[src/rtl/pong_sequencer_pkg.sv]
// Shared types and helpers for the Pong game-flow sequencer.
package pong_pkg;

  typedef enum logic [2:0] {
    IDLE      = 3'd0,
    SERVE     = 3'd1,
    PLAY      = 3'd2,
    PAUSE     = 3'd3,
    MISS      = 3'd4,
    GAME_OVER = 3'd5
  } seq_state_t;

  localparam logic [1:0] BG_NORMAL  = 2'b00;
  localparam logic [1:0] BG_FLASH   = 2'b01;
  localparam logic [1:0] BG_OVER    = 2'b10;
  localparam logic [1:0] BG_ATTRACT = 2'b11;

  // Two-digit BCD increment that sticks at 99.
  function automatic logic [7:0] bcd_inc_sat(input logic [7:0] v);
    if (v == 8'h99) return v;
    if (v[3:0] == 4'd9) return {v[7:4] + 4'd1, 4'd0};
    return {v[7:4], v[3:0] + 4'd1};
  endfunction

endpackage

[src/rtl/pong_sequencer_if.sv]
// Game-side signal bundle between the sequencer and the Pong datapath.
interface pong_sequencer_if;
  logic       frame_start;
  logic       btn_raw;
  logic       ball_hit;
  logic       ball_miss;
  logic       game_run;
  logic       ball_hold;
  logic [1:0] bg_sel;
  logic [7:0] score_bcd;
  logic [1:0] lives;
  logic [2:0] state_dbg;

  modport master (
    output frame_start, btn_raw, ball_hit, ball_miss,
    input  game_run, ball_hold, bg_sel, score_bcd, lives, state_dbg
  );

  modport slave (
    input  frame_start, btn_raw, ball_hit, ball_miss,
    output game_run, ball_hold, bg_sel, score_bcd, lives, state_dbg
  );
endinterface

[src/rtl/pong_sequencer_btn_debounce.sv]
// Serve/pause button: 2-flop synchroniser and frame-rate debounce producing a
// one-cycle press pulse on an accepted rising level.
module btn_debounce #(
  parameter int unsigned DEBOUNCE_FRAMES = 3
) (
  input  logic clk,
  input  logic reset_n,
  input  logic frame_start,
  input  logic btn_raw,
  output logic press
);
  localparam int unsigned CW = $clog2(DEBOUNCE_FRAMES + 1);

  logic          sync1_q, sync2_q;
  logic          cand_q, cand_d;
  logic [CW-1:0] cnt_q, cnt_d;
  logic          level_q, level_d;
  logic          press_q, press_d;

  always_comb begin
    cand_d  = cand_q;
    cnt_d   = cnt_q;
    level_d = level_q;
    press_d = 1'b0;
    if (frame_start) begin
      if (sync2_q == cand_q) begin
        if (cnt_q != CW'(DEBOUNCE_FRAMES)) cnt_d = cnt_q + CW'(1);
      end else begin
        cand_d = sync2_q;
        cnt_d  = CW'(1);
      end
      // A run long enough to accept a new level; only a rising one is a press.
      if (cnt_d == CW'(DEBOUNCE_FRAMES) && cand_d != level_q) begin
        level_d = cand_d;
        press_d = cand_d;
      end
    end
  end

  always_ff @(posedge clk or negedge reset_n) begin
    if (!reset_n) begin
      sync1_q <= 1'b0;
      sync2_q <= 1'b0;
      cand_q  <= 1'b0;
      cnt_q   <= '0;
      level_q <= 1'b0;
      press_q <= 1'b0;
    end else begin
      sync1_q <= btn_raw;
      sync2_q <= sync1_q;
      cand_q  <= cand_d;
      cnt_q   <= cnt_d;
      level_q <= level_d;
      press_q <= press_d;
    end
  end

  assign press = press_q;
endmodule

[src/rtl/pong_sequencer.sv]
// Pong game-flow controller: phase FSM, frame timer, BCD score and lives,
// with registered motion-gate and background-mode outputs.
module pong_sequencer
  import pong_pkg::*;
#(
  parameter int unsigned LIVES           = 3,
  parameter int unsigned SERVE_FRAMES    = 60,
  parameter int unsigned FLASH_FRAMES    = 30,
  parameter int unsigned GAMEOVER_FRAMES = 600,
  parameter int unsigned DEBOUNCE_FRAMES = 3
) (
  input logic             clk,
  input logic             reset_n,
  pong_sequencer_if.slave bus
);
  localparam int unsigned TMAX_A = (SERVE_FRAMES > FLASH_FRAMES) ? SERVE_FRAMES : FLASH_FRAMES;
  localparam int unsigned TMAX   = (TMAX_A > GAMEOVER_FRAMES) ? TMAX_A : GAMEOVER_FRAMES;
  localparam int unsigned TW     = (TMAX > 1) ? $clog2(TMAX) : 1;

  seq_state_t    state_q, state_d;
  logic [TW-1:0] timer_q, timer_d;
  logic [7:0]    score_q, score_d;
  logic [1:0]    lives_q, lives_d;
  logic          run_q, run_d;
  logic          hold_q, hold_d;
  logic [1:0]    bg_q, bg_d;
  logic          press;

  btn_debounce #(.DEBOUNCE_FRAMES(DEBOUNCE_FRAMES)) u_btn (
    .clk         (clk),
    .reset_n     (reset_n),
    .frame_start (bus.frame_start),
    .btn_raw     (bus.btn_raw),
    .press       (press)
  );

  always_comb begin
    state_d = state_q;
    timer_d = timer_q;
    score_d = score_q;
    lives_d = lives_q;
    unique case (state_q)
      IDLE: begin
        if (press) begin
          state_d = SERVE;
          score_d = '0;
          lives_d = 2'(LIVES);
          timer_d = TW'(SERVE_FRAMES - 1);
        end
      end
      SERVE: begin
        if (bus.frame_start) begin
          if (timer_q == '0) state_d = PLAY;
          else               timer_d = timer_q - TW'(1);
        end
      end
      PLAY: begin
        if (bus.ball_miss) begin
          state_d = MISS;
          lives_d = lives_q - 2'd1;
          timer_d = TW'(FLASH_FRAMES - 1);
        end else if (press) begin
          state_d = PAUSE;
        end else if (bus.ball_hit) begin
          score_d = bcd_inc_sat(score_q);
        end
      end
      PAUSE: begin
        if (press) state_d = PLAY;
      end
      MISS: begin
        if (bus.frame_start) begin
          if (timer_q != '0) begin
            timer_d = timer_q - TW'(1);
          end else if (lives_q == 2'd0) begin
            state_d = GAME_OVER;
            timer_d = TW'(GAMEOVER_FRAMES - 1);
          end else begin
            state_d = SERVE;
            timer_d = TW'(SERVE_FRAMES - 1);
          end
        end
      end
      GAME_OVER: begin
        // A press starts a new game and wins over a coincident timeout.
        if (press) begin
          state_d = SERVE;
          score_d = '0;
          lives_d = 2'(LIVES);
          timer_d = TW'(SERVE_FRAMES - 1);
        end else if (bus.frame_start) begin
          if (timer_q == '0) state_d = IDLE;
          else               timer_d = timer_q - TW'(1);
        end
      end
      default: state_d = IDLE;
    endcase

    run_d  = (state_d == PLAY);
    hold_d = !(state_d == PLAY || state_d == PAUSE);
    unique case (state_d)
      MISS:      bg_d = BG_FLASH;
      GAME_OVER: bg_d = BG_OVER;
      IDLE:      bg_d = BG_ATTRACT;
      default:   bg_d = BG_NORMAL;
    endcase
  end

  always_ff @(posedge clk or negedge reset_n) begin
    if (!reset_n) begin
      state_q <= IDLE;
      timer_q <= '0;
      score_q <= '0;
      lives_q <= '0;
      run_q   <= 1'b0;
      hold_q  <= 1'b1;
      bg_q    <= BG_ATTRACT;
    end else begin
      state_q <= state_d;
      timer_q <= timer_d;
      score_q <= score_d;
      lives_q <= lives_d;
      run_q   <= run_d;
      hold_q  <= hold_d;
      bg_q    <= bg_d;
    end
  end

  assign bus.game_run  = run_q;
  assign bus.ball_hold = hold_q;
  assign bus.bg_sel    = bg_q;
  assign bus.score_bcd = score_q;
  assign bus.lives     = lives_q;
  assign bus.state_dbg = state_q;
endmodule

[src/flat_wrapper.sv]
// flat-port wrapper written by rule: the top's interface ports become plain ports
module pong_sequencer_flat import pong_pkg::*;
#(
  parameter int unsigned LIVES           = 3,
  parameter int unsigned SERVE_FRAMES    = 60,
  parameter int unsigned FLASH_FRAMES    = 30,
  parameter int unsigned GAMEOVER_FRAMES = 600,
  parameter int unsigned DEBOUNCE_FRAMES = 3
)
  (clk, reset_n, bus_frame_start, bus_btn_raw, bus_ball_hit, bus_ball_miss, bus_game_run, bus_ball_hold, bus_bg_sel, bus_score_bcd, bus_lives, bus_state_dbg);
  pong_sequencer_if bus_i ();
  input logic clk;
  input logic reset_n;
  input wire logic [$bits(bus_i.frame_start)-1:0] bus_frame_start;
  input wire logic [$bits(bus_i.btn_raw)-1:0] bus_btn_raw;
  input wire logic [$bits(bus_i.ball_hit)-1:0] bus_ball_hit;
  input wire logic [$bits(bus_i.ball_miss)-1:0] bus_ball_miss;
  output wire logic [$bits(bus_i.game_run)-1:0] bus_game_run;
  output wire logic [$bits(bus_i.ball_hold)-1:0] bus_ball_hold;
  output wire logic [$bits(bus_i.bg_sel)-1:0] bus_bg_sel;
  output wire logic [$bits(bus_i.score_bcd)-1:0] bus_score_bcd;
  output wire logic [$bits(bus_i.lives)-1:0] bus_lives;
  output wire logic [$bits(bus_i.state_dbg)-1:0] bus_state_dbg;
  assign bus_i.frame_start = bus_frame_start;
  assign bus_i.btn_raw = bus_btn_raw;
  assign bus_i.ball_hit = bus_ball_hit;
  assign bus_i.ball_miss = bus_ball_miss;
  assign bus_game_run = bus_i.game_run;
  assign bus_ball_hold = bus_i.ball_hold;
  assign bus_bg_sel = bus_i.bg_sel;
  assign bus_score_bcd = bus_i.score_bcd;
  assign bus_lives = bus_i.lives;
  assign bus_state_dbg = bus_i.state_dbg;
  pong_sequencer #(.LIVES(LIVES), .SERVE_FRAMES(SERVE_FRAMES), .FLASH_FRAMES(FLASH_FRAMES), .GAMEOVER_FRAMES(GAMEOVER_FRAMES), .DEBOUNCE_FRAMES(DEBOUNCE_FRAMES)) u_core (.clk(clk), .reset_n(reset_n), .bus(bus_i));
endmodule
[config.mk]
export PLATFORM = sky130hd
export DESIGN_NAME = pong_sequencer_flat
export DESIGN_NICKNAME = d
export VERILOG_FILES = /design/src/rtl/pong_sequencer_pkg.sv /design/src/rtl/pong_sequencer_if.sv /design/src/rtl/pong_sequencer_btn_debounce.sv /design/src/rtl/pong_sequencer.sv /design/src/flat_wrapper.sv
export SDC_FILE = /design/constraint.sdc
export NUM_CORES = 1
export LEC_CHECK = 0
export CAP_MARGIN = 20
export CORE_MARGIN = 10
export CORE_UTILIZATION = 56
export CTS_CLUSTER_DIAMETER = 100
export DETAILED_ROUTE_END_ITERATION = 12
export PLACE_DENSITY = 0.79
export SLEW_MARGIN = 20
export SYNTH_ARGS = -nofsm -noshare
export SYNTH_HDL_FRONTEND = slang
export SYNTH_SLANG_ARGS = --single-unit
[constraint.sdc]
create_clock -name clk -period 3.2 [get_ports clk]
set_clock_uncertainty 0.1 [all_clocks]
set_input_delay 0.48 -clock clk [delete_from_list [all_inputs] [get_ports clk]]
set_output_delay 0.48 -clock clk [all_outputs]
set_load 0.01 [all_outputs]
==> flow_results.xml, run 1 <==
<?xml version="1.0" encoding="UTF-8"?>
<metrics>
  <group name="outcome">
    <metric name="result_of_the_run" unit="">finished, final reports clean</metric>
  </group>
  <group name="routing">
    <metric name="route.final.wire_length" unit="mm">5.236</metric>
    <metric name="wl_per_cell" unit="microns">16.06</metric>
    <metric name="detailedRoute.firstIterationViolations" unit="">233</metric>
    <metric name="route.vias.total" unit="">1996</metric>
    <metric name="drtPass1Iterations" unit="">4</metric>
    <metric name="drt_drc_violations_left" unit="">0</metric>
    <metric name="detail-route-antenna-nets" unit="">0</metric>
    <metric name="avgViaCountPerCell" unit="">6.123</metric>
  </group>
  <group name="sta">
    <metric name="fmax" unit="MHz">358.6</metric>
    <metric name="timing.setup.tns" unit="ns">0</metric>
    <metric name="setup_slack" unit="ns">0.4111</metric>
    <metric name="report.final.hold_viol_count" unit="">0</metric>
    <metric name="fin_worst_hold_slack" unit="ns">0.2635</metric>
    <metric name="maxSlewHeadroom" unit="">0.5791</metric>
    <metric name="finalCritPeriodShare" unit="">0.8715</metric>
    <metric name="final-setup-viol-count" unit="">0</metric>
    <metric name="timing_worst_slew_pin_value" unit="ns">0.6314</metric>
    <metric name="finalMaxSlewViolations" unit="">0</metric>
    <metric name="rsz_0062_raised_after_global_routing" unit="">false</metric>
    <metric name="period_needed" unit="ns">2.789</metric>
  </group>
  <group name="finish">
    <metric name="finish.net_count" unit="">292</metric>
    <metric name="antenna_cells" unit="">0</metric>
    <metric name="layout.core_utilization" unit="">0.6939</metric>
    <metric name="drive_above_1_share" unit="">0.1007</metric>
    <metric name="syn_to_final_growth" unit="%">17.91</metric>
    <metric name="nFillCells" unit="">324</metric>
  </group>
  <group name="synth">
    <metric name="synth_top_flop_cell" unit="">dfrtp_1</metric>
    <metric name="syn_avg_cell_area" unit="sq um">8.679</metric>
    <metric name="netlist.top_cell.by_area" unit="">dfrtp_1</metric>
    <metric name="synthDistinctLibCells" unit="">62</metric>
    <metric name="ys_seq_elements" unit="">34</metric>
    <metric name="async_flop_share" unit="">1.000</metric>
    <metric name="synth_largest_type_area_fraction" unit="">0.3547</metric>
    <metric name="synthMostInstantiatedCell" unit="">dfrtp_1</metric>
    <metric name="synth_edf_count" unit="">0</metric>
    <metric name="ys_top_cells_by_count" unit="">dfrtp_1 (31), nor2_1 (25), a21oi_1 (21)</metric>
    <metric name="post_synth_inst_count" unit="">252</metric>
    <metric name="ys_top_cells_by_area" unit="">dfrtp_1 (35%), ha_1 (5.1%), a21oi_1 (4.8%)</metric>
    <metric name="synth_seq_area_share" unit="">0.3907</metric>
    <metric name="synth_fp_nets" unit="">267</metric>
    <metric name="synthesis.area" unit="sq mm">0.002187</metric>
    <metric name="syn_warnings" unit="">0</metric>
  </group>
  <group name="worst_setup_path">
    <metric name="cp_common_cell" unit="">ha_1</metric>
    <metric name="regToRegStartpoint" unit="">u_core.timer_q[0]</metric>
    <metric name="worst_setup_path_start_kind" unit="">register</metric>
    <metric name="reg2reg_depth" unit="">9</metric>
    <metric name="crit_path_max_fanout" unit="">10</metric>
    <metric name="crit_chain" unit="">inv_1, ha_1, or3b_1, nor3_4, inv_2, ha_1, mux2i_1, a311o_1, a22oi_1</metric>
    <metric name="cp-end-kind" unit="">register</metric>
    <metric name="cp_slowest_cell" unit="">or3b_1</metric>
    <metric name="worst-setup-path-type" unit="">register to register</metric>
    <metric name="max_stage_delay" unit="ns">0.48</metric>
    <metric name="crit_path_max_delay_family" unit="">simple AND/OR/NAND/NOR gates</metric>
    <metric name="cp.buffers_inverters" unit="">2</metric>
    <metric name="critical_path_arrival" unit="ns">2.89</metric>
    <metric name="setup.reg_to_reg.worst_slack" unit="ns">0.41</metric>
    <metric name="worst_ep_required_time" unit="ns">3.30</metric>
    <metric name="r2r_end" unit="">u_core.timer_q[0]</metric>
  </group>
  <group name="placement">
    <metric name="post-dp-hpwl" unit="mm">3.938</metric>
    <metric name="dp_slack" unit="ns">0.4647</metric>
    <metric name="port_buffers" unit="">22</metric>
    <metric name="gp_routability_congestion" unit="">0.9788</metric>
  </group>
  <group name="clock_network">
    <metric name="clkLatencyLatePin" unit="ns">0.29</metric>
    <metric name="path_clk_slew" unit="ns">0.07</metric>
    <metric name="ctsHoldBuffers" unit="">0</metric>
    <metric name="cts.root.buffer_cell" unit="">clkbuf_8</metric>
    <metric name="max-clock-path-buffers" unit="">2</metric>
    <metric name="cts.repair_timing.setup_buffer_count" unit="">0</metric>
    <metric name="total_cts_buffers" unit="">5</metric>
    <metric name="cts_resized" unit="">0</metric>
    <metric name="tritoncts" unit="">built</metric>
    <metric name="cts_num_sinks" unit="">34</metric>
    <metric name="cts_htree_levels" unit="">2</metric>
  </group>
  <group name="floorplanning">
    <metric name="initial_utilization" unit="">0.5886</metric>
    <metric name="design.core.area" unit="sq mm">0.003716</metric>
    <metric name="die_width" unit="microns">82.50</metric>
    <metric name="fp.dieH" unit="microns">82.50</metric>
    <metric name="dieArea" unit="sq mm">0.006805</metric>
    <metric name="placement_rows" unit="">22</metric>
    <metric name="ios" unit="">23</metric>
  </group>
  <group name="hold_path">
    <metric name="holdPathStages" unit="">0</metric>
    <metric name="hold_path_end" unit="">u_core.u_btn.sync2_q</metric>
    <metric name="min-delay-path-class" unit="">register to register</metric>
    <metric name="min_from" unit="">u_core.u_btn.sync1_q</metric>
  </group>
  <group name="grt">
    <metric name="grt.total_usage" unit="">0.1689</metric>
    <metric name="grt_max_degree" unit="">35</metric>
    <metric name="grt_first_pass_wirelength" unit="mm">9.011</metric>
    <metric name="number_of_antenna_violations_at_the_first_check_in_global_routing" unit="">0</metric>
    <metric name="via_count_of_the_first_global_routing_pass" unit="">1864</metric>
    <metric name="grt_overflow_total" unit="">0</metric>
  </group>
  <group name="pwr">
    <metric name="power.ir.vdd_worst" unit="mV">0.5605</metric>
    <metric name="p_total" unit="uW">2123</metric>
    <metric name="cellPowerDensity" unit="mW/mm^2">823.3</metric>
    <metric name="power.static_leakage" unit="uW">0.001088</metric>
  </group>
  <group name="run">
    <metric name="cap_violations" unit="">0</metric>
  </group>
</metrics>
flip-flops by register name, summed over array words and instances (netlist names):
name,count
u_core.u_btn.sync2_q,1
u_core.u_btn.press,1
u_core.bus.state_dbg,3
u_core.u_btn.cand_q,1
u_core.u_btn.sync1_q,1
u_core.timer_q,10
u_core.bus.lives,2
u_core.u_btn.level_q,1
u_core.u_btn.cnt_q,2
u_core.bus.bg_sel,2
u_core.bus.score_bcd,8
u_core.bus.ball_hold,1
u_core.bus.game_run,1
layout by cell type, fill, tap and decap left out, types with 2 or more instances in the layout:
cell / n
ha_1: 9
nor3b_1: 3
buf_4: 6
nor4b_1: 2
or3_1: 4
a21o_1: 2
or2_2: 3
nand3_1: 7
a211o_1: 2
a21oi_1: 21
clkbuf_8: 5
mux2i_1: 3
or4_1: 2
nor2_1: 25
a211oi_1: 4
inv_1: 15
dfstp_2: 3
o21ai_0: 18
dfrtp_1: 31
nand2b_1: 3
clkinvlp_4: 2
o211ai_1: 3
nand2_1: 17
a31oi_1: 5
nor3_1: 14
o31ai_1: 4
clkdlybuf4s50_1: 22
and3b_1: 2
a22oi_1: 3
nor2b_1: 5
where the power goes:
part	leakage (uW)	internal (uW)	switching, uW
Sequential	0.000427	547	162
Clock	0.0000504	231	166
Combinational	0.000611	434	583
metal layers:
| layer | part of all wire | track usage | routed length, microns |
|---|---|---|---|
| met1 | 0.43 | 0.2103 | 2272 |
| met2 | 0.48 | 0.2691 | 2505 |
| met4 | 0.018 | 0.04849 | 92 |
| met5 | 0 | 0 | 0 |
| met3 | 0.070 | 0.06263 | 365 |
logic make-up (layout without fill, tap and decap cells):
logic type | after synthesis | after routing | synth area share
simple gates | 99 | 99 | 0.2466
compound gates | 79 | 79 | 0.2403
xor+xnor | 2 | 2 | 0.008011
buf+inv | 26 | 52 | 0.04919
mux | 3 | 3 | 0.01373
fa+ha+maj | 9 | 9 | 0.05149
flops | 34 | 34 | 0.3907
worst max-delay path by stage:
| stage | from | endpoint | slack [ns] | depth (start not counted) |
|---|---|---|---|---|
| after floorplan | u_core.timer_q[0] | u_core.timer_q[0] | 0.72 | 9 |
| after global placement | u_core.timer_q[0] | u_core.timer_q[0] | 0.57 | 9 |
| after detailed placement | u_core.timer_q[0] | u_core.timer_q[0] | 0.46 | 9 |
| after CTS | u_core.timer_q[0] | u_core.timer_q[0] | 0.42 | 9 |
| after global routing | u_core.timer_q[0] | u_core.timer_q[0] | 0.25 | 9 |
| final | u_core.timer_q[0] | u_core.timer_q[0] | 0.41 | 9 |
worst register-to-register path, stage by stage (launching register included):
cell	delay [ns]
dfrtp_1	0.44
inv_1	0.10
ha_1	0.22
or3b_1	0.48
nor3_4	0.31
inv_2	0.16
ha_1	0.31
mux2i_1	0.07
a311o_1	0.36
a22oi_1	0.16
area by class of cell:
type | count | area, sq um | area share
Tap cell | 48 | 60.06 | 0.02329
Clock buffer | 5 | 68.82 | 0.02669
Inverter | 16 | 60.06 | 0.02329
Timing Repair Buffer | 28 | 265.3 | 0.1029
Clock inverter | 3 | 45.04 | 0.01747
Multi-Input combinational cell | 192 | 1225 | 0.4750
Sequential cell | 34 | 854.6 | 0.3314
through the flow:
stage          std cells  area [sq um]
3_3_place_gp         318          2465
4_1_cts              326          2579
5_1_grt              326          2579
2_1_floorplan        252          2187
3_5_place_dp         318          2465
6_report             326          2579
Power figures use the tool's default switching activity.
==> run 2, diff against run 1 <==
--- a/config.mk
+++ b/config.mk
@@ -8,7 +8,6 @@
 export CAP_MARGIN = 20
 export CORE_MARGIN = 10
 export CORE_UTILIZATION = 56
-export CTS_CLUSTER_DIAMETER = 100
 export DETAILED_ROUTE_END_ITERATION = 12
 export PLACE_DENSITY = 0.79
 export SLEW_MARGIN = 20
==> results of run 2 <==
Same layout as run 1: the final DEF is identical, and so are final timing and power.
==> run 3, diff against run 2 <==
--- a/config.mk
+++ b/config.mk
@@ -10,7 +10,6 @@
 export CORE_UTILIZATION = 56
 export DETAILED_ROUTE_END_ITERATION = 12
 export PLACE_DENSITY = 0.79
-export SLEW_MARGIN = 20
 export SYNTH_ARGS = -nofsm -noshare
 export SYNTH_HDL_FRONTEND = slang
 export SYNTH_SLANG_ARGS = --single-unit
==> results of run 3 <==
Same layout as run 1: the final DEF is identical, and so are final timing and power.
